File: src/rtl/shifter_pkg.sv
// Shared types and op_field bit positions for the operand-2 shifter pipeline.
package shifter_pkg;

  typedef enum logic [2:0] {
    LSL = 3'd0,
    LSR = 3'd1,
    ASR = 3'd2,
    ROR = 3'd3,
    RRX = 3'd4
  } shift_type_e;

  // Normalised amounts never exceed N+1 (N <= 64), so 7 bits always suffice.
  localparam int AMT_W = 7;

  localparam int OP_IMM8_LSB  = 0;
  localparam int OP_IMM8_MSB  = 7;
  localparam int OP_ROT_LSB   = 8;
  localparam int OP_ROT_MSB   = 11;
  localparam int OP_REGSH_BIT = 4;
  localparam int OP_TYPE_LSB  = 5;
  localparam int OP_TYPE_MSB  = 6;
  localparam int OP_SHIMM_LSB = 7;
  localparam int OP_SHIMM_MSB = 11;

  typedef struct packed {
    shift_type_e            stype;
    logic [AMT_W-1:0]       amt;
    logic                   cin;
  } stage_ctrl_t;

endpackage

File: src/rtl/shift_core.sv
// Combinational barrel shift and carry for a pre-normalised type/amount pair.
module shift_core
  import shifter_pkg::*;
#(
  parameter int N = 32
) (
  input  shift_type_e      stype,
  input  logic [AMT_W-1:0] amt,
  input  logic [N-1:0]     rm,
  input  logic             cin,
  output logic [N-1:0]     result,
  output logic             carry
);

  localparam logic [N-1:0] ONE = N'(1);

  logic signed [N-1:0] rm_s;
  int unsigned         a;

  assign rm_s = rm;

  // Amount 0 passes rm and cin through; ROR amounts arrive already reduced to 1..N.
  always_comb begin
    result = rm;
    carry  = cin;
    a      = 32'(amt);
    if (a != 0) begin
      case (stype)
        LSL: begin
          if (a < N) begin
            result = rm << a;
            carry  = |(rm & (ONE << (N - a)));
          end else begin
            result = '0;
            carry  = (a == N) ? rm[0] : 1'b0;
          end
        end
        LSR: begin
          if (a < N) begin
            result = rm >> a;
            carry  = |(rm & (ONE << (a - 1)));
          end else begin
            result = '0;
            carry  = (a == N) ? rm[N-1] : 1'b0;
          end
        end
        ASR: begin
          if (a < N) begin
            result = $unsigned(rm_s >>> a);
            carry  = |(rm & (ONE << (a - 1)));
          end else begin
            result = {N{rm[N-1]}};
            carry  = rm[N-1];
          end
        end
        ROR: begin
          result = (rm >> a) | (rm << (N - a));
          carry  = result[N-1];
        end
        default: ;
      endcase
    end
    if (stype == RRX) begin
      result = {cin, rm[N-1:1]};
      carry  = rm[0];
    end
  end

endmodule

File: src/rtl/shifter_pipe.sv
// Two-stage operand-2 shifter: S1 decodes and registers operands, S2 shifts and registers the result.
module shifter_pipe
  import shifter_pkg::*;
#(
  parameter int N       = 32,
  parameter int SHAMT_W = 8
) (
  input  logic         clk,
  input  logic         rst,
  input  logic         flush,
  input  logic         in_valid,
  output logic         in_ready,
  input  logic         imm_mode,
  input  logic [11:0]  op_field,
  input  logic [N-1:0] rm,
  input  logic [N-1:0] rs,
  input  logic         cin,
  input  logic         use_shifter,
  input  logic [N-1:0] direct_data,
  output logic         out_valid,
  input  logic         out_ready,
  output logic [N-1:0] operand2,
  output logic         c_out
);

  localparam int RAW_W = (SHAMT_W > 5) ? SHAMT_W : 5;

  // Fold every register/immediate corner case into a core amount: ROR -> 1..N, others clamp at N+1.
  function automatic logic [AMT_W-1:0] norm_amt(input shift_type_e t, input logic [RAW_W-1:0] a);
    int unsigned ai;
    int unsigned m;
    ai = 32'(a);
    if (t == ROR) begin
      m = ai & (N - 1);
      if (ai != 0 && m == 0) m = N;
    end else begin
      m = (ai > N) ? N + 1 : ai;
    end
    return AMT_W'(m);
  endfunction

  stage_ctrl_t      ctrl_d, ctrl_p1;
  logic [N-1:0]     rm_d, rm_p1;
  shift_type_e      stype_d;
  logic [RAW_W-1:0] raw_d;
  logic             vld_p1, vld_p2;
  logic             s1_adv, accept;
  logic [N-1:0]     core_res;
  logic             core_c;
  logic             unused_rs_hi;

  assign unused_rs_hi = ^rs[N-1:SHAMT_W];

  always_comb begin
    rm_d    = rm;
    stype_d = LSL;
    raw_d   = '0;
    if (!use_shifter) begin
      rm_d = direct_data;
    end else if (imm_mode) begin
      rm_d    = N'(op_field[OP_IMM8_MSB:OP_IMM8_LSB]);
      stype_d = ROR;
      raw_d   = RAW_W'({op_field[OP_ROT_MSB:OP_ROT_LSB], 1'b0});
    end else begin
      stype_d = shift_type_e'({1'b0, op_field[OP_TYPE_MSB:OP_TYPE_LSB]});
      if (op_field[OP_REGSH_BIT])
        raw_d = RAW_W'(rs[SHAMT_W-1:0]);
      else
        raw_d = RAW_W'(op_field[OP_SHIMM_MSB:OP_SHIMM_LSB]);
    end
    ctrl_d.stype = stype_d;
    ctrl_d.amt   = norm_amt(stype_d, raw_d);
    ctrl_d.cin   = cin;
    // Immediate #0 encodes LSR/ASR #N and RRX; LSL #0 already means pass-through.
    if (use_shifter && !imm_mode && !op_field[OP_REGSH_BIT] &&
        op_field[OP_SHIMM_MSB:OP_SHIMM_LSB] == 5'd0) begin
      if (stype_d == LSR || stype_d == ASR)
        ctrl_d.amt = AMT_W'(N);
      else if (stype_d == ROR)
        ctrl_d.stype = RRX;
    end
  end

  assign s1_adv    = vld_p1 & (~vld_p2 | out_ready);
  assign in_ready  = ~rst & ~flush & (~vld_p1 | s1_adv);
  assign accept    = in_valid & in_ready;
  assign out_valid = vld_p2;

  shift_core #(.N(N)) u_core (
    .stype  (ctrl_p1.stype),
    .amt    (ctrl_p1.amt),
    .rm     (rm_p1),
    .cin    (ctrl_p1.cin),
    .result (core_res),
    .carry  (core_c)
  );

  always_ff @(posedge clk) begin
    if (rst) begin
      vld_p1   <= 1'b0;
      vld_p2   <= 1'b0;
      ctrl_p1  <= '0;
      rm_p1    <= '0;
      operand2 <= '0;
      c_out    <= 1'b0;
    end else begin
      // S1 boundary: decoded control and operand
      if (accept) begin
        ctrl_p1 <= ctrl_d;
        rm_p1   <= rm_d;
      end
      // S2 boundary: shifted result and carry
      if (s1_adv) begin
        operand2 <= core_res;
        c_out    <= core_c;
      end
      if (flush) begin
        vld_p1 <= 1'b0;
        vld_p2 <= 1'b0;
      end else begin
        if (accept)      vld_p1 <= 1'b1;
        else if (s1_adv) vld_p1 <= 1'b0;
        if (s1_adv)         vld_p2 <= 1'b1;
        else if (out_ready) vld_p2 <= 1'b0;
      end
    end
  end

endmodule

File: config.mk
export PLATFORM = sky130hd
export DESIGN_NAME = shifter_pipe
export DESIGN_NICKNAME = d
export VERILOG_FILES = /design/src/rtl/shifter_pkg.sv /design/src/rtl/shift_core.sv /design/src/rtl/shifter_pipe.sv
export SDC_FILE = /design/constraint.sdc
export NUM_CORES = 1
export LEC_CHECK = 0
export BUFFER_PORTS_ARGS = -buffer_cell sky130_fd_sc_hd__buf_2
export CAP_MARGIN = 20
export CORE_MARGIN = 5
export CORE_UTILIZATION = 35
export DETAILED_ROUTE_END_ITERATION = 10
export HOLD_SLACK_MARGIN = 0.02
export SLEW_MARGIN = 20
export SYNTH_ARGS = -nofsm -noshare
export SYNTH_HDL_FRONTEND = slang
export SYNTH_SLANG_ARGS = --single-unit
File: constraint.sdc
create_clock -name clk -period 6.33 [get_ports clk]
set_input_delay 0.9495 -clock clk [delete_from_list [all_inputs] [get_ports clk]]
set_output_delay 0.9495 -clock clk [all_outputs]
set_load 0.05 [all_outputs]
==> results by group <==
Timing
  • Pins Over Slew Limit: 0
  • Worst Skew: between 20 and 30 ps
  • Final WS setup: 1417 ps
  • Setup violations, final: 0
  • Worst hold margin: around 450 ps
  • Minimum clock period: just under 5000 ps
  • RSZ-0062 raised after global routing: no
  • Final period util: 0.7762
  • Fmax: 203.5 MHz
  • Max-slew headroom: 0.2199
  • Fin. Hold Viols: 0
  • Post-Route Setup TNS: 0 ps
  • Tightest Pin Transition: ~1200 ps

CTS
  • Post-CTS sizing: 0
  • Hold-fix buffers, CTS: 0
  • # Post-CTS Setup Buffers: 0
  • Root Buffer: clkbuf_16
  • Maximum root-to-sink buffer count: 2
  • Htree depth: 3
  • Clock-pin transition on the worst setup and hold timing paths: approximately 70 ps
  • Clock sink count: between 70 and 80
  • CTS tree: built
  • Worst-Skew Late Latency: roughly 390 ps
  • Cts bufs inserted: 9

Synth
  • Sequential share of the synthesized area: 0.1340
  • Syn avg cell area: 7.231 µm²
  • Cells after Synth: around 1600
  • Ranking of synthesized cells by area: dfxtp_1, mux4_2, mux2i_1, nand2_1, a21oi_1
  • Ys async rst share: 0
  • Number of synthesized flops with an enable pin: 0
  • Library cells used by synthesis: 94
  • Yosys warnings: 0
  • Yosys reg bits: 78
  • Most common cell in the netlist: nand2_1
  • Most common library cells after synthesis: nand2_1, nor2_1, a21oi_1, clkbuf_1, nor3_1
  • Yosys top cell area share: 0.1340
  • Yosys top cell by area: dfxtp_1
  • Ys flop type: dfxtp_1
  • Post-synth net total: 1732
  • Mapped Area: roughly 12000 µm²

Setup path
  • Startpoint types: register
  • Largest fanout on the critical path: 46
  • Crit-path leading delay family: compound AO/OA/AOI/OAI gates
  • Worst path cell trace: inv_2 > ha_2 > nor4b_4 > a21o_2 > a22oi_1 > mux2i_1 > mux2i_1 > o21ai_0 > a221oi_1 > a211oi_1
  • Critical path's largest stage delay: 860 ps
  • Flop2flop setup slack: approximately 1400 ps
  • CP Capture Type: register
  • Slowest-stage cell, CP: nor4b_4
  • R2R cell count: 10
  • Worst Setup SP: ctrl_p1[1]$_SDFFE_PP0P_
  • WP buf/inv: 1
  • Worst Path Required: approximately 6600 ps
  • Most used cell, CP: mux2i_1
  • FF-to-FF End: operand2[8]$_SDFFE_PP0P_
  • WS Path Type: reg -> reg
  • Worst EP arrival: 5210 ps
  • RR Startpoint: ctrl_p1[1]$_SDFFE_PP0P_

Drt
  • Avg WL per Cell: approximately 32 µm
  • DRT Pass-1 Iters: 6
  • DRT antenna net count: 0
  • Drt drc: 0
  • Total wire length: about 66000 µm
  • Total number of vias: roughly 15000
  • Vias per cell: a little over 7
  • Initial DRC Count: ~2600

Cells and area
  • Layout Nets: between 1500 and 2000
  • Area Growth Syn to Fin: 9.140%
  • Layout cells sized above 1: 0.2015
  • Final instance area: between 10000 and 15000 µm²
  • Filler cell count: 3522

Placement
  • Port bufs: approximately 130
  • Hpwl dp: a little under 50000 µm
  • Pre-CTS setup slack: about 1700 ps
  • Placed Area: 12410 µm²
  • GPL Wtd Cong: about 1.1

Min path
  • Min-delay src: operand2[10]$_SDFFE_PP0P_
  • Hold WC Path Type: reg -> reg
  • WHS Path Cells: 2
  • Hold Path End: operand2[10]$_SDFFE_PP0P_

Pwr
  • Switching Share: 0.4406
  • Combinational Power Share: 0.407
  • Pwr dens: 148.0 nW/µm²
  • P_leak: around 4.7 nW
  • VDD IR max: roughly 0.14 mV
  • Clock share of power: 0.298
  • Sequential share of power: 0.295
  • Pint: 0.001053 W
  • P_sw: about 0.00083 W

Die
  • Core Area: ~33000 µm²
  • Die area: ~37000 µm²
  • IO Count: 151
  • Initial core utilization: 0.3563
  • # rows: 66
  • Die H: around 190 µm
  • Chip width: just under 200 µm

GRT
  • Antenna violations before repair: 0
  • First-pass GRT wire length: 95360 µm
  • Grt total ovfl: 0
  • Vias in the first global route: around 14000
  • Total GRT Usage: 0.3502
  • Largest net degree at the start of global routing: 60

Run
  • Max_cap viols: 0

Status
  • Outcome: completed
[how the worst max path moves through the flow]
stage / cells past startpoint / to / slack (ps)
after CTS: 10 / operand2[12]$_SDFFE_PP0P_ / 1690
after detailed placement: 10 / operand2[12]$_SDFFE_PP0P_ / 1690
final: 10 / operand2[8]$_SDFFE_PP0P_ / 1420
after floorplan: 7 / rm_p1[5]$_SDFFE_PP0P_ / 2790
after global placement: 10 / operand2[9]$_SDFFE_PP0P_ / 1710
after global routing: 10 / operand2[8]$_SDFFE_PP0P_ / 1270
[cells by family (layout without fill, tap and decap cells)]
group	count (synthesis)	in the layout	share of synthesized area
AND/OR/NAND/NOR	563	563	0.2237
XOR/XNOR	6	6	0.005155
other	0	2	0
AO/OA/AOI/OAI	581	581	0.3463
buffers and inverters	216	223	0.08699
adder cells (fa/ha/maj)	5	5	0.005370
multiplexers	162	162	0.1985
flip-flops	78	78	0.1340
[per-layer routing]
metal | global-route usage | share of wire
met1 | 0.4652 | 0.39
met4 | 0.2038 | 0.071
met3 | 0.09352 | 0.13
met5 | 0 | 0
met2 | 0.5093 | 0.42
[tightest hold or removal path, cell delays in order (launching register included)]
cell     delay, ps
dfxtp_1        320
nand2_1         50
o21ai_0         60
[cells in the final DEF, fill, tap and decap left out, drive strengths merged, types with 11 or more instances in the layout]
master / Yosys / final
nand2: 178 / 178
o221ai: 14 / 14
a211oi: 38 / 38
a21oi: 127 / 127
buf: 78 / 188
a221oi: 59 / 59
nor3: 108 / 108
clkbuf: 119 / 11
o31ai: 19 / 19
mux2: 23 / 23
o211ai: 29 / 29
nand3: 34 / 34
nand2b: 15 / 15
nor2: 158 / 158
o21ai: 100 / 100
o22ai: 19 / 19
mux4: 52 / 52
dfxtp: 78 / 78
a22oi: 38 / 38
mux2i: 87 / 87
a31oi: 24 / 24
inv: 15 / 16
[sequential cells by signal (all words and copies together) (netlist names)]
| signal | flops |
|---|---|
| operand2 | 32 |
| out_valid | 1 |
| c_out | 1 |
| rm_p1 | 32 |
| ctrl_p1 | 11 |
| vld_p1 | 1 |
[power groups by stage]
stage | Sequential (W) | Combinational (W) | Clock (W)
final | 0.000555 | 0.000766 | 0.000561
after global routing | 0.000555 | 0.000796 | 0.000583
after CTS | 0.000551 | 0.000735 | 0.000566
after detailed placement | 0.000562 | 0.000733 | 0
after global placement | 0.000561 | 0.000734 | 0
after floorplan | 0.000556 | 0.000449 | 0
[per-stage QoR]
stage | power [W] | cells | util
3_5_place_dp | 0.001294 | 2044 | 0.3794
4_1_cts | 0.001852 | 2060 | 0.3887
2_1_floorplan | 0.001005 | 1611 | -
3_3_place_gp | 0.001295 | 2044 | 0.3794
6_report | 0.001882 | 2062 | 0.3888
5_1_grt | 0.001934 | 2060 | 0.3887
[area by class of cell]
type	count	area (µm²)	area share
antenna	2	5.005	0.0003936
clock buffer	11	264.0	0.02076
clock inverter	5	38.79	0.003051
inverter	19	71.32	0.005609
multi-input combinational	1317	9112	0.7167
sequential	78	1574	0.1238
tap	442	553.0	0.04350
timing repair buffer	188	1096	0.08620
Power figures use the tool's default switching activity.
